`config.mk`:
```
export PLATFORM = sky130hd
export DESIGN_NAME = mem_access_unit
export DESIGN_NICKNAME = d
export VERILOG_FILES = /design/src/rtl/mem_access_unit.sv
export SDC_FILE = /design/constraint.sdc
export NUM_CORES = 1
export LEC_CHECK = 0
export BUFFER_PORTS_ARGS = -buffer_cell sky130_fd_sc_hd__buf_2
export CAP_MARGIN = 20
export CORE_MARGIN = 5
export CORE_UTILIZATION = 30
export CTS_CLUSTER_DIAMETER = 200
export DETAILED_ROUTE_END_ITERATION = 6
export GPL_TIMING_DRIVEN = 0
export PLACE_DENSITY = 0.59
export SLEW_MARGIN = 20
export SYNTH_ARGS = -nofsm -noshare
export SYNTH_HDL_FRONTEND = slang
export SYNTH_SLANG_ARGS = --single-unit
```
`constraint.sdc`:
```
create_clock -name clk -period 2.1 [get_ports clk]
set_input_delay 0.315 -clock clk [delete_from_list [all_inputs] [get_ports clk]]
set_output_delay 0.315 -clock clk [all_outputs]
set_load 0.02 [all_outputs]
```
`src/rtl/mem_access_unit.sv`:
```
// rtl/mem_access_unit.sv - MEM-stage load/store bus controller with stall, alignment and timeout
module mem_access_unit #(
  parameter int TIMEOUT = 64
) (
  input  logic        clk,
  input  logic        rst_n,
  input  logic        mem_read,
  input  logic        mem_write,
  input  logic [1:0]  mem_size,
  input  logic        mem_unsigned,
  input  logic [31:0] addr,
  input  logic [31:0] wdata,
  input  logic        flush,
  output logic        bus_req,
  output logic        bus_we,
  output logic [31:0] bus_addr,
  output logic [3:0]  bus_be,
  output logic [31:0] bus_wdata,
  input  logic        bus_ack,
  input  logic [31:0] bus_rdata,
  output logic [31:0] rdata,
  output logic        mem_stall_MEM,
  output logic        addr_err,
  output logic        bus_err
);

  localparam int CW = $clog2(TIMEOUT + 1);

  typedef enum logic [1:0] {
    IDLE = 2'd0,
    BUSY = 2'd1,
    DONE = 2'd2
  } state_t;

  state_t        state;
  logic [CW-1:0] cnt;
  logic [1:0]    ld_off;
  logic [1:0]    ld_size;
  logic          ld_uns;

  logic          mem_op;
  logic          access;
  logic [3:0]    be_next;
  logic [31:0]   wdata_next;

  assign mem_op   = mem_read | mem_write;
  assign addr_err = mem_op & (((mem_size == 2'd1) & addr[0]) |
                              ((mem_size >= 2'd2) & (addr[1:0] != 2'b00)));
  assign access   = mem_op & ~addr_err & ~flush;

  assign mem_stall_MEM = ((state == IDLE) & access) | (state == BUSY);

  always_comb begin
    be_next    = 4'b1111;
    wdata_next = wdata;
    case (mem_size)
      2'd0: begin
        be_next    = 4'b0001 << addr[1:0];
        wdata_next = {4{wdata[7:0]}};
      end
      2'd1: begin
        be_next    = addr[1] ? 4'b1100 : 4'b0011;
        wdata_next = {2{wdata[15:0]}};
      end
      default: begin
        be_next    = 4'b1111;
        wdata_next = wdata;
      end
    endcase
  end

  // Lane select then extend; halves are aligned so a byte-granular shift also works for them.
  function automatic logic [31:0] fmt_load(input logic [31:0] word, input logic [1:0] off,
                                           input logic [1:0] sz, input logic uns);
    logic [31:0] sh;
    logic [31:0] res;
    sh = word >> {off, 3'b000};
    case (sz)
      2'd0:    res = {{24{~uns & sh[7]}}, sh[7:0]};
      2'd1:    res = {{16{~uns & sh[15]}}, sh[15:0]};
      default: res = sh;
    endcase
    return res;
  endfunction

  always_ff @(posedge clk or negedge rst_n) begin
    if (!rst_n) begin
      state     <= IDLE;
      cnt       <= '0;
      bus_req   <= 1'b0;
      bus_we    <= 1'b0;
      bus_addr  <= 32'd0;
      bus_be    <= 4'd0;
      bus_wdata <= 32'd0;
      rdata     <= 32'd0;
      bus_err   <= 1'b0;
      ld_off    <= 2'd0;
      ld_size   <= 2'd0;
      ld_uns    <= 1'b0;
    end else begin
      case (state)
        IDLE: begin
          if (access) begin
            bus_addr  <= {addr[31:2], 2'b00};
            bus_be    <= be_next;
            bus_we    <= mem_write;
            bus_wdata <= wdata_next;
            bus_req   <= 1'b1;
            ld_off    <= addr[1:0];
            ld_size   <= mem_size;
            ld_uns    <= mem_unsigned;
            cnt       <= '0;
            state     <= BUSY;
          end
        end
        BUSY: begin
          // flush is deliberately ignored here: the bus cycle must complete.
          if (bus_ack) begin
            if (!bus_we) begin
              rdata <= fmt_load(bus_rdata, ld_off, ld_size, ld_uns);
            end
            bus_req <= 1'b0;
            state   <= DONE;
          end else if (cnt == CW'(TIMEOUT - 1)) begin
            bus_req <= 1'b0;
            bus_err <= 1'b1;
            rdata   <= 32'd0;
            state   <= DONE;
          end else begin
            cnt <= cnt + 1'b1;
          end
        end
        DONE: begin
          bus_err <= 1'b0;
          state   <= IDLE;
        end
        default: begin
          bus_req <= 1'b0;
          state   <= IDLE;
        end
      endcase
    end
  end

endmodule

```
* After elaboration in Yosys (flattened, before gate mapping)
Index checks and enable logic that the tools add are counted.
** Storage, ports and cells
- Flip-flop bits (word level) :: 115
- Input bits :: 105
- Logic and storage cells :: 77
** Operators by class
- $add $sub $neg :: 1
- Magnitude comparators :: 1
- Eq/ne operators :: 11
- Shift operators :: 2
- Multiplexer cells :: 22
- Bitwise logic cells :: 15
- Reductions and logical operators :: 13
** Operators with widths (count)
- case mux 32 bit (2 select lines) :: 2
- 2-to-1 mux 32 bit :: 3
- >> shifter 32 x 5 -> 32 bit :: 1
- 2-to-1 mux 7 bit :: 3
- case mux 7 bit (2 select lines) :: 1
- AND reduction 3 bit :: 3
- bitwise AND 1 bit :: 8
- inequality test 2 bit (second input constant) :: 4
- case mux 4 bit (2 select lines) :: 1
- nonzero test 2 bit :: 4
- adder 7 x 1 -> 7 bit (second input constant) :: 1
- == test 7 x 6 -> 1 bit (second input constant) :: 1
- == test 2 x 1 -> 1 bit (second input constant) :: 3
- logical NOT 2 bit :: 3
- 2-to-1 mux 2 bit :: 3
- 2-to-1 mux 1 bit :: 5
- 2-to-1 mux 4 bit :: 1
- inverter 1 bit :: 4
- case mux 2 bit (2 select lines) :: 1
- AND reduction 2 bit :: 2
- AND reduction 4 bit :: 1
- left shift 1 x 2 -> 4 bit (first input constant) :: 1
- inequality test 3 x 2 -> 1 bit (second input constant) :: 1
- OR 1 bit :: 3
- other kinds (5) :: 5

* Logic depth before layout (Yosys ltp)
Gate-level depths: netlist of the first run.
- Word-level depth :: 9
- Gate-level depth with buffers :: 7
- Depth with buffers taken out :: 5

* Worst setup path after synthesis of the first run
Ideal clock, no wire load.
- Kind :: flip-flop to flip-flop
- From :: register state[1]
- To :: register rdata[16]
- Setup time :: 0.126 ns
- Arrival time :: 1.727 ns
- Required time :: 1.974 ns
- Path slack :: 0.247 ns
- Stages on the path, launching flop included :: 6
- Buffers on the path :: 2
- Clock period less this slack :: 1.853 ns
- Cells stage by stage :: dfrtp_1 buf_2 or3b_1 o41a_1 buf_6 a221o_1
** Between the ends
- Word-level cells in the longest chain between the ends :: 2
** RTL lines
- start, declared :: line 35 : state_t state;
- start signal, assigned :: line 88 : state <= IDLE;
- start signal, assigned :: line 113 : state <= BUSY;
- start signal, assigned :: line 123 : state <= DONE;
- == test 2 x 1 -> 1 bit :: line 101 : case (state)
- AND reduction 3 bit (no line)
- end signal, assigned :: line 120 : rdata <= fmt_load(bus_rdata, ld_off, ld_size, ld_uns);
- end, declared :: line 21 : output logic [31:0] rdata,
Every way passes these cells.
A chain may end at the register's enable or synchronous reset.

* Final worst setup path of the first run
- From :: register state[1]
- To :: register rdata[20]
Same word-level chain as after synthesis.

==> run_results.csv, run 1 <==
group,metric,value,unit
timing,worst-slew-pin-transition,0.8408,ns
grt,number_of_global_route_vias_before_repair,4923,
routing,postRouteAntennaNets,0,
synth,synth-seq-area-share,0.5242,
cts,clock_insertion_delay_worst_skew,0.41,ns
grt,grt_first_pass_wirelength,27.05,mm
critical_path,timing.critical_path.required,2.38,ns
pwr,relative_contribution_of_combinational_cells_to_total_power,0.379,
routing,post-route-drc-count,0,
timing,setup_viol_count_final,0,
floorplanning,placeableCoreArea,0.01796,mm^2
critical_path,worstPathArrival,2.27,ns
grt,grt_start_max_net_pins,80,
critical_path,critical-path-slowest-cell,"sky130_fd_sc_hd__or3b_1",
critical_path,cp-start-kind,"register",
cells_and_area,fraction_of_final_layout_cells_with_drive_strength_greater_than_1,0.5513,
critical_path,end_kind,"register",
synth,yosys.cell_types.count,45,
pwr,p_per_area,1356,mW/mm^2
critical_path,rr_startpoint,"state[1]",
critical_path,cp_cell_sequence,"buf_2 -> or3b_1 -> o41a_1 -> buf_6 -> a221o_1",
synth,summed_instance_area_of_the_synthesized_netlist,0.005490,mm^2
place,gp_congestion,0.7887,
grt,globalRouteOverflowTotal,0,
flow_run,cap_violations,0,
routing,wirelength,16.96,mm
synth,synthArstFlopShare,1.000,
pwr,internal_power,0.006270,W
timing,max_freq,504.2,MHz
grt,grt_antenna_before_repair,0,
floorplanning,placementRows,49,
critical_path,crit-reg2reg-capture,"rdata[20]",
worst_hold_path,worstHoldPathCells,2,
timing,final_min_period_over_clock_period,0.9444,
cts,numClockSinks,115,
critical_path,cpPeakStageDelay,0.43,ns
critical_path,regToRegSetupSlack,0.12,ns
routing,drt-initial-drc-count,136,
cells_and_area,final_cells,911,
pwr,power_switching_share,0.3790,
place,place_area,0.006850,mm^2
pwr,ir_worst_vdd,568.7,uV
floorplanning,dieHeight,145.3,um
floorplanning,die_width,145.3,um
synth,ys_dominant_reg_cell,"sky130_fd_sc_hd__dfrtp_1",
worst_hold_path,timing.hold.worst.class,"input pin to register",
place,quantity_of_i_o_buffers_inserted_on_ports,207,
synth,number_of_enable_flip_flop_cells_after_synthesis,0,
critical_path,worst-path-buf-inv,2,
timing,clock_skew,0.01067,ns
routing,detail_route.vias_per_cell,4.896,
cells_and_area,layout-area-overhead-vs-synth,35.60,%
cts,number_of_buffers_between_clock_root_and_the_deepest_sink,2,
floorplanning,initial_core_utilization,0.3056,
pwr,switching_power,0.003827,W
outcome,run_status,"complete, no violations",
cells_and_area,final_cell_area,0.007445,mm^2
synth,yosys_warnings,0,
timing,setup_repair_after_global_routing_missed_its_margin,"false",
cts,clk_transition_reported_paths,0.06,ns
timing,post-route-min-period,1.983,ns
synth,synth_seq_cells,115,
timing,relSlewSlack,0.4374,
worst_hold_path,min-delay-start,"addr[12]",
cts,tritoncts,"done",
place,post-dp-hpwl,12.93,mm
critical_path,worst-setup-path-type,"register to register",
critical_path,critical_path.max_fanout,10,
synth,yosysTopAreaCell,"sky130_fd_sc_hd__dfrtp_1",
cells_and_area,finalNetCount,775,
critical_path,r2r_cells,5,
pwr,power.clock.fraction,0.276,
cts,htree_num_levels,4,
timing,finalHoldViolCount,0,
cts,clock_root_buffer,"sky130_fd_sc_hd__clkbuf_16",
critical_path,critical_path.top_delay_family,"compound AO/OA/AOI/OAI gates",
cells_and_area,fill_cells,1744,
synth,yosysTopAreaCellShare,0.5242,
cts,cts-buffers-inserted,17,
synth,largest_cells_by_area_after_synthesis,"sky130_fd_sc_hd__dfrtp_1 (52%), sky130_fd_sc_hd__mux2_2 (19%), sky130_fd_sc_hd__mux2i_1 (4.2%)",
routing,number_of_search_and_repair_iterations_in_the_first_detailed_routing_pass,6,
floorplanning,die-area,0.02111,mm^2
place,placed_cells_incl_taps,877,
grt,track_usage,0.1596,
floorplanning,top_level_ports,210,
timing,timing.final.max_slew_violations,0,
pwr,leakage,3.571,nW
worst_hold_path,whs_endpoint,"bus_addr[12]",
synth,avgSynthCellArea,12.51,um^2
synth,synth_cells,439,
routing,detailroute.via_count,4460,
cells_and_area,insertedDiodeCount,0,
routing,route.detailed.wl_per_inst,18.61,um
pwr,power.sequential.fraction,0.346,
==> through the flow <==
step	hold WS, ns	setup slack (ns)	total power (W)	util	setup TNS, ns
after floorplan	0.01941	0.2469	0.005919	-	0
after global placement	0.4677	-0.6826	0.007255	0.3795	-90.57
after detailed placement	0.2378	-0.3182	0.007380	0.3813	-13.89
after CTS	0.1104	0.02531	0.01022	0.4139	0
after global routing	0.1150	0.0004370	0.01067	0.4144	0
final	0.1301	0.1168	0.01010	0.4144	0
==> Yosys cell counts, types with 2 or more instances <==
cell type / instances
sky130_fd_sc_hd__a211oi_1: 6
sky130_fd_sc_hd__a21oi_1: 15
sky130_fd_sc_hd__a221o_1: 8
sky130_fd_sc_hd__a221o_2: 7
sky130_fd_sc_hd__a31oi_1: 2
sky130_fd_sc_hd__buf_1: 5
sky130_fd_sc_hd__buf_2: 11
sky130_fd_sc_hd__buf_4: 7
sky130_fd_sc_hd__buf_6: 4
sky130_fd_sc_hd__clkbuf_1: 6
sky130_fd_sc_hd__dfrtp_1: 115
sky130_fd_sc_hd__inv_1: 10
sky130_fd_sc_hd__mux2_2: 92
sky130_fd_sc_hd__mux2i_1: 23
sky130_fd_sc_hd__mux4_2: 2
sky130_fd_sc_hd__nand2_1: 31
sky130_fd_sc_hd__nand2b_1: 2
sky130_fd_sc_hd__nand3_1: 2
sky130_fd_sc_hd__nand3b_1: 7
sky130_fd_sc_hd__nor2_1: 9
sky130_fd_sc_hd__nor2b_1: 8
sky130_fd_sc_hd__nor3_1: 2
sky130_fd_sc_hd__nor3b_1: 2
sky130_fd_sc_hd__nor3b_2: 2
sky130_fd_sc_hd__o21ai_0: 30
sky130_fd_sc_hd__o21bai_1: 2
sky130_fd_sc_hd__o31ai_1: 3
sky130_fd_sc_hd__o41ai_2: 6
sky130_fd_sc_hd__or3_1: 4
==> final cells by class <==
cell class | count | area [um^2] | share of cell area
Multi-Input combinational cell | 281 | 2387 | 0.3207
Inverter | 11 | 41.29 | 0.005546
Sequential cell | 115 | 2878 | 0.3866
Tap cell | 229 | 286.5 | 0.03849
Buffer | 33 | 196.4 | 0.02639
Clock buffer | 18 | 439.2 | 0.05899
Timing Repair Buffer | 210 | 1087 | 0.1461
Clock inverter | 14 | 128.9 | 0.01731
==> sequential cells by signal (all words and copies together) (netlist names) <==
| signal | count |
|---|---|
| bus_wdata | 32 |
| rdata | 32 |
| bus_addr | 30 |
| cnt | 7 |
| bus_be | 4 |
| ld_off | 2 |
| ld_size | 2 |
| state | 2 |
| bus_err | 1 |
| bus_req | 1 |
| bus_we | 1 |
| ld_uns | 1 |
==> routing by layer <==
layer,share of wire,wire [um],GRT usage
met4,0.012,205,0.04104
met3,0.087,1471,0.06673
met5,0,0,0
met2,0.50,8417,0.2712
met1,0.40,6863,0.1868
==> power by group through the flow <==
stage	Combinational [W]	Sequential, W	Clock (W)
finish	0.00382	0.00349	0.00278
floorplan	0.00152	0.00440	0
CTS	0.00388	0.00350	0.00285
global route	0.00413	0.00358	0.00295
detailed placement	0.00386	0.00352	0
global placement	0.00378	0.00348	0
==> worst max-delay path by stage <==
stage	startpoint	end	slack, ns	cells past startpoint
5_1_grt	ld_off[0]	rdata[30]	0.0004	6
3_3_place_gp	rst_n	bus_addr[2]	-0.68	1
4_1_cts	state[1]	rdata[31]	0.03	6
2_1_floorplan	state[1]	rdata[16]	0.25	5
6_report	state[1]	rdata[20]	0.12	5
3_5_place_dp	addr[0]	bus_wdata[20]	-0.32	7
==> cells by family after synthesis <==
group | Yosys count | share of synthesized area
DFF | 115 | 0.5242
buffers and inverters | 44 | 0.04284
and+or+nand+nor | 75 | 0.07498
AOI/OAI and AO/OA | 86 | 0.1162
adders and majority gates | 1 | 0.002279
muxes | 117 | 0.2388
other | 1 | 0.0006830
==> cells in the final DEF (no fill, tap or decap), types with 4 or more instances in the layout <==
cell type and count:
sky130_fd_sc_hd__a211oi_1 6, sky130_fd_sc_hd__or3_1 4, sky130_fd_sc_hd__buf_2 217, sky130_fd_sc_hd__clkbuf_16 17, sky130_fd_sc_hd__a221o_2 7, sky130_fd_sc_hd__nand3b_1 7, sky130_fd_sc_hd__buf_6 5, sky130_fd_sc_hd__clkbuf_1 5
sky130_fd_sc_hd__a221o_1 8, sky130_fd_sc_hd__a21oi_1 15, sky130_fd_sc_hd__dfrtp_1 115, sky130_fd_sc_hd__buf_1 4, sky130_fd_sc_hd__o41ai_2 6, sky130_fd_sc_hd__clkinv_4 4, sky130_fd_sc_hd__nand2_1 31, sky130_fd_sc_hd__mux2_2 92
sky130_fd_sc_hd__inv_1 10, sky130_fd_sc_hd__mux2i_1 23, sky130_fd_sc_hd__buf_4 8, sky130_fd_sc_hd__o21ai_0 30, sky130_fd_sc_hd__nor2b_1 8, sky130_fd_sc_hd__nor2_1 9
==> repair_timing <==
item                                    in CTS  in global routing
hold buffers                                 1                  0
resized for setup                            1                  3
endpoints found under the setup margin       8                 27
hold endpoints to repair                    36                  0
pin swaps                                    0                  2
buffers inserted                             0                  1
(Power assumes the default switching activity.)
==> run 2: changes to the inputs <==
--- a/config.mk
+++ b/config.mk
@@ -5,14 +5,14 @@
 export SDC_FILE = /design/constraint.sdc
 export NUM_CORES = 1
 export LEC_CHECK = 0
-export BUFFER_PORTS_ARGS = -buffer_cell sky130_fd_sc_hd__buf_2
 export CAP_MARGIN = 20
-export CORE_MARGIN = 5
+export CORE_MARGIN = 3
 export CORE_UTILIZATION = 30
 export CTS_CLUSTER_DIAMETER = 200
 export DETAILED_ROUTE_END_ITERATION = 6
+export DONT_BUFFER_PORTS = 1
 export GPL_TIMING_DRIVEN = 0
-export PLACE_DENSITY = 0.59
+export PLACE_DENSITY = 0.5
 export SLEW_MARGIN = 20
 export SYNTH_ARGS = -nofsm -noshare
 export SYNTH_HDL_FRONTEND = slang
==> run_results.csv, run 2 (same netlist as run 1, synthesis figures left out) <==
group,metric,value,unit
outcome,run_status,"complete, but fails checks",
outcome,failed_checks,"hold timing",
routing,route.detailed.wl_per_inst,22.70,um
cells_and_area,layout-area-overhead-vs-synth,17.75,%
pwr,switching_power,0.003590,W
floorplanning,dieHeight,141.3,um
floorplanning,die_width,141.3,um
grt,grt_first_pass_wirelength,24.50,mm
routing,postRouteAntennaNets,0,
routing,detail_route.vias_per_cell,5.310,
flow_run,cap_violations,0,
worst_hold_path,timing.hold.worst.class,"input pin to asynchronous set/reset pin",
place,placed_cells_incl_taps,665,
critical_path,r2r_cells,5,
critical_path,critical-path-slowest-cell,"sky130_fd_sc_hd__or3b_4",
pwr,internal_power,0.006135,W
critical_path,worst-setup-path-type,"register to register",
cells_and_area,fraction_of_final_layout_cells_with_drive_strength_greater_than_1,0.3579,
critical_path,cp_cell_sequence,"buf_2 -> or3b_4 -> o41a_1 -> buf_2 -> a221o_1",
floorplanning,initial_core_utilization,0.3120,
floorplanning,placeableCoreArea,0.01760,mm^2
cells_and_area,insertedDiodeCount,0,
timing,post-route-min-period,1.990,ns
cells_and_area,finalNetCount,568,
cts,clock_root_buffer,"sky130_fd_sc_hd__clkbuf_16",
cts,numClockSinks,115,
cells_and_area,final_cells,700,
critical_path,timing.critical_path.required,2.40,ns
critical_path,worstPathArrival,2.29,ns
timing,finalHoldViolCount,115,
grt,grt_antenna_before_repair,1,
cts,tritoncts,"done",
cts,htree_num_levels,4,
floorplanning,die-area,0.01996,mm^2
timing,timing.final.max_slew_violations,0,
cts,clock_insertion_delay_worst_skew,0.42,ns
cells_and_area,final_cell_area,0.006465,mm^2
timing,worst-slew-pin-transition,0.7508,ns
critical_path,end_kind,"register",
timing,setup_viol_count_final,0,
floorplanning,top_level_ports,210,
cells_and_area,layout_top_registers,"bus_wdata (32), rdata (32), bus_addr (30)",
routing,wirelength,15.89,mm
critical_path,regToRegSetupSlack,0.11,ns
critical_path,critical_path_cell_count,5,
pwr,ir_worst_vdd,694.6,uV
critical_path,critical_path.top_delay_family,"compound AO/OA/AOI/OAI gates",
timing,relSlewSlack,0.4976,
cts,number_of_buffers_between_clock_root_and_the_deepest_sink,2,
timing,finalSetupTns,0,ns
routing,number_of_search_and_repair_iterations_in_the_first_detailed_routing_pass,4,
critical_path,crit_path_frequent_cell,"sky130_fd_sc_hd__buf_2",
critical_path,worst-path-buf-inv,2,
pwr,relative_contribution_of_combinational_cells_to_total_power,0.189,
place,post-dp-hpwl,11.37,mm
critical_path,cpPeakStageDelay,0.42,ns
critical_path,crit-reg2reg-capture,"rdata[30]",
timing,max_freq,502.5,MHz
pwr,power.clock.fraction,0.336,
critical_path,critical_path.max_fanout,10,
timing,whs,-0.4046,ns
place,quantity_of_i_o_buffers_inserted_on_ports,0,
grt,track_usage,0.1622,
grt,number_of_global_route_vias_before_repair,4100,
cells_and_area,most_common_cell_after_layout_fill_and_taps_aside,"sky130_fd_sc_hd__dfrtp_1",
pwr,p_per_area,1504,mW/mm^2
cts,clk_transition_reported_paths,0.06,ns
grt,grt_start_max_net_pins,116,
critical_path,rr_startpoint,"state[1]",
critical_path,cp-start-kind,"register",
floorplanning,placementRows,48,
routing,detailroute.via_count,3717,
pwr,power.sequential.fraction,0.475,
pwr,power.total,0.009726,W
pwr,power_switching_share,0.3692,
timing,setup_repair_after_global_routing_missed_its_margin,"false",
cts,cts-buffers-inserted,17,
routing,drt-initial-drc-count,222,
routing,post-route-drc-count,0,
grt,globalRouteOverflowTotal,0,
timing,final_min_period_over_clock_period,0.9477,
pwr,leakage,2.749,nW
timing,clock_skew,0.01118,ns
cells_and_area,most-common-layout-cells,"sky130_fd_sc_hd__dfrtp_1 (115), sky130_fd_sc_hd__mux2_2 (92), sky130_fd_sc_hd__nand2_1 (31)",
place,gp_congestion,0.7814,
place,place_area,0.005776,mm^2
[run 2: changes by cell type in the layout (fill, tap and decap cells not counted), sizes merged]
cell         before  now
clkinvlp          3    2
clkbuf           25   24
buf             235   30
clkinv            8    5
bufinv            1    5
dlygate4sd3       1    0
[run 2: power groups by stage]
stage	logic, W	registers [W]	clock network [W]
after CTS	0.00186	0.00465	0.00333
after floorplan	0.00152	0.00440	0
final	0.00184	0.00462	0.00326
after detailed placement	0.00184	0.00466	0
after global routing	0.00206	0.00473	0.00344
after global placement	0.00179	0.00467	0
[run 2: worst max-delay path by stage]
stage / from / endpoint / slack, ns
after floorplan: state[1] / rdata[16] / 0.25
after global placement: addr[1] / ld_off[0] / -0.26
after detailed placement: addr[1] / bus_wdata[22] / -0.23
after CTS: bus_we / rdata[24] / 0.02
after global routing: state[1] / bus_addr[30] / 0.01
final: state[1] / rdata[30] / 0.11
[run 2: final cells by class]
cell class,instances,area (um^2)
fill,1739,11130
sequential,115,2878
multi-input combinational,281,2390
clock buffer,18,429.2
tap,225,281.5
clock inverter,14,226.5
buffer,33,196.4
inverter,11,41.29
timing repair buffer,3,22.52
[run 2: metrics by stage]
step / utilization / setup slack [ns]
after CTS: 0.3663 / 0.02158
after global placement: 0.3282 / -0.2639
after global routing: 0.3674 / 0.01494
final: 0.3674 / 0.1098
after detailed placement: 0.3282 / -0.2346
after floorplan: - / 0.2469
[run 2: timing repair]
action,in CTS,in global routing
pin swaps,2,1
hold endpoints to repair,115,115
buffers inserted,1,2
endpoints found under the setup margin,16,10
resized for setup,2,3
[run 2: routing by layer]
metal / vias to the layer above / global-route usage / wire [um]
li1: 1653 / - / -
met4: 2 / 0.04589 / 279
met5: - / 0 / 13
met3: 18 / 0.09943 / 2087
met1: 1843 / 0.1871 / 6174
met2: 201 / 0.2533 / 7337
==> run 3: changes to the inputs <==
==> constraint.sdc (replaced) <==
create_clock -name clk -period 2.1 [get_ports clk]
set_input_delay 0.315 -clock clk [delete_from_list [all_inputs] [get_ports clk]]
set_output_delay 0.315 -clock clk [all_outputs]
set_load 0.01 [all_outputs]
==> run_results.csv, run 3 (same netlist as run 1, synthesis figures left out) <==
group,metric,value,unit
place,post-dp-hpwl,11.37,mm
cells_and_area,most-common-layout-cells,"sky130_fd_sc_hd__dfrtp_1 (115), sky130_fd_sc_hd__mux2_2 (92), sky130_fd_sc_hd__nand2_1 (31)",
floorplanning,dieHeight,141.3,um
cells_and_area,finalNetCount,568,
routing,detailroute.via_count,3726,
place,quantity_of_i_o_buffers_inserted_on_ports,0,
cells_and_area,fraction_of_final_layout_cells_with_drive_strength_greater_than_1,0.3579,
timing,finalHoldViolCount,115,
flow_run,cap_violations,0,
grt,track_usage,0.1622,
critical_path,cp_cell_sequence,"buf_2 -> or3b_4 -> o41a_1 -> buf_6 -> a221o_1",
cts,number_of_buffers_between_clock_root_and_the_deepest_sink,2,
cells_and_area,layout-area-overhead-vs-synth,17.75,%
cts,clock_root_buffer,"sky130_fd_sc_hd__clkbuf_16",
pwr,relative_contribution_of_combinational_cells_to_total_power,0.201,
cts,htree_num_levels,4,
pwr,switching_power,0.003007,W
pwr,leakage,2.749,nW
critical_path,worst-path-buf-inv,2,
routing,drt-initial-drc-count,218,
cells_and_area,insertedDiodeCount,0,
cts,clock_insertion_delay_worst_skew,0.42,ns
critical_path,timing.critical_path.required,2.40,ns
timing,relSlewSlack,0.5002,
critical_path,critical_path.max_fanout,10,
timing,setup_viol_count_final,0,
critical_path,worst-setup-path-type,"register to register",
routing,route.detailed.wl_per_inst,22.73,um
critical_path,worstPathArrival,2.29,ns
timing,post-route-min-period,1.989,ns
critical_path,critical-path-slowest-cell,"sky130_fd_sc_hd__or3b_4",
timing,finalSetupTns,0,ns
critical_path,critical_path.top_delay_family,"compound AO/OA/AOI/OAI gates",
cts,clk_transition_reported_paths,0.06,ns
floorplanning,top_level_ports,210,
pwr,power_switching_share,0.3285,
timing,whs,-0.4047,ns
pwr,internal_power,0.006147,W
routing,detail_route.vias_per_cell,5.323,
critical_path,cpPeakStageDelay,0.42,ns
timing,max_freq,502.7,MHz
floorplanning,die-area,0.01996,mm^2
cts,tritoncts,"done",
grt,globalRouteOverflowTotal,0,
floorplanning,die_width,141.3,um
timing,setup_repair_after_global_routing_missed_its_margin,"false",
timing,final_min_period_over_clock_period,0.9473,
cts,cts-buffers-inserted,17,
critical_path,end_kind,"register",
routing,wirelength,15.91,mm
outcome,run_status,"complete, but fails checks",
timing,worst-slew-pin-transition,0.7470,ns
timing,clock_skew,0.01150,ns
pwr,power.clock.fraction,0.357,
floorplanning,initial_core_utilization,0.3120,
place,placed_cells_incl_taps,665,
cts,numClockSinks,115,
floorplanning,placeableCoreArea,0.01760,mm^2
floorplanning,placementRows,48,
cells_and_area,layout_top_registers,"bus_wdata (32), rdata (32), bus_addr (30)",
grt,grt_start_max_net_pins,116,
worst_hold_path,timing.hold.worst.class,"input pin to asynchronous set/reset pin",
critical_path,cp-start-kind,"register",
pwr,power.sequential.fraction,0.442,
cells_and_area,final_cells,700,
outcome,failed_checks,"hold timing",
cells_and_area,most_common_cell_after_layout_fill_and_taps_aside,"sky130_fd_sc_hd__dfrtp_1",
timing,timing.final.max_slew_violations,0,
routing,number_of_search_and_repair_iterations_in_the_first_detailed_routing_pass,4,
routing,post-route-drc-count,0,
grt,grt_first_pass_wirelength,24.50,mm
critical_path,regToRegSetupSlack,0.11,ns
routing,postRouteAntennaNets,0,
pwr,ir_worst_vdd,702.7,uV
critical_path,rr_startpoint,"state[1]",
critical_path,crit-reg2reg-capture,"rdata[19]",
critical_path,r2r_cells,5,
grt,grt_antenna_before_repair,1,
grt,number_of_global_route_vias_before_repair,4106,
place,gp_congestion,0.7814,
pwr,p_per_area,1416,mW/mm^2
run 3: cell counts in the layout (fill, tap and decap cells not counted):
Identical to the previous run, type by type.
run 3: how the worst max path moves through the flow:
stage	start	endpoint	slack, ns	depth (start not counted)
3_3_place_gp	addr[1]	ld_off[0]	-0.26	6
4_1_cts	state[1]	rdata[24]	0.01	6
2_1_floorplan	state[1]	rdata[16]	0.25	5
3_5_place_dp	addr[1]	bus_wdata[22]	-0.23	6
5_1_grt	state[1]	bus_addr[30]	0.01	5
6_report	state[1]	rdata[19]	0.11	5
run 3: worst register-to-register path, cell delays in order, from the launching register on:
cell	delay, ns
sky130_fd_sc_hd__dfrtp_1	0.35
sky130_fd_sc_hd__buf_2	0.16
sky130_fd_sc_hd__or3b_4	0.42
sky130_fd_sc_hd__o41a_1	0.41
sky130_fd_sc_hd__buf_6	0.19
sky130_fd_sc_hd__a221o_1	0.35
run 3: what timing repair did:
action                                 in CTS  in global routing
endpoints found under the hold margin     115                115
setup buffers                               1                  2
setup endpoints to repair                  10                 14
resized for setup                           2                  3
pin swaps                                   2                  1
run 3: cell type report:
class,instances,area [um^2]
Tap cell,225,281.5
Clock buffer,18,429.2
Clock inverter,14,226.5
Fill cell,1741,11130
Multi-Input combinational cell,281,2390
Inverter,11,41.29
Buffer,33,196.4
Sequential cell,115,2878
Timing Repair Buffer,3,22.52
run 3: power by group through the flow:
| stage | Combinational [W] | Clock, W | Sequential, W |
|---|---|---|---|
| after detailed placement | 0.00184 | 0 | 0.00409 |
| after global routing | 0.00206 | 0.00344 | 0.00416 |
| after global placement | 0.00178 | 0 | 0.00409 |
| after floorplan | 0.00152 | 0 | 0.00383 |
| final | 0.00184 | 0.00327 | 0.00405 |
| after CTS | 0.00186 | 0.00333 | 0.00408 |
run 3: stage by stage:
| step | power [W] | util | area, um^2 | hold WS [ns] | setup slack, ns |
|---|---|---|---|---|---|
| CTS | 0.009265 | 0.3663 | 6446 | -0.4272 | 0.01077 |
| global route | 0.009649 | 0.3674 | 6465 | -0.4346 | 0.01494 |
| floorplan | 0.005340 | - | 5494 | 0.01941 | 0.2469 |
| detailed placement | 0.005927 | 0.3282 | 5776 | 0.02630 | -0.2346 |
| global placement | 0.005874 | 0.3282 | 5776 | 0.02657 | -0.2639 |
| finish | 0.009154 | 0.3674 | 6465 | -0.4047 | 0.1107 |
run 3: per-layer routing:
| layer | GRT usage | wire (um) |
|---|---|---|
| met1 | 0.1873 | 6212 |
| met3 | 0.09943 | 2056 |
| met4 | 0.04589 | 233 |
| met2 | 0.2531 | 7399 |
| met5 | 0 | 13 |
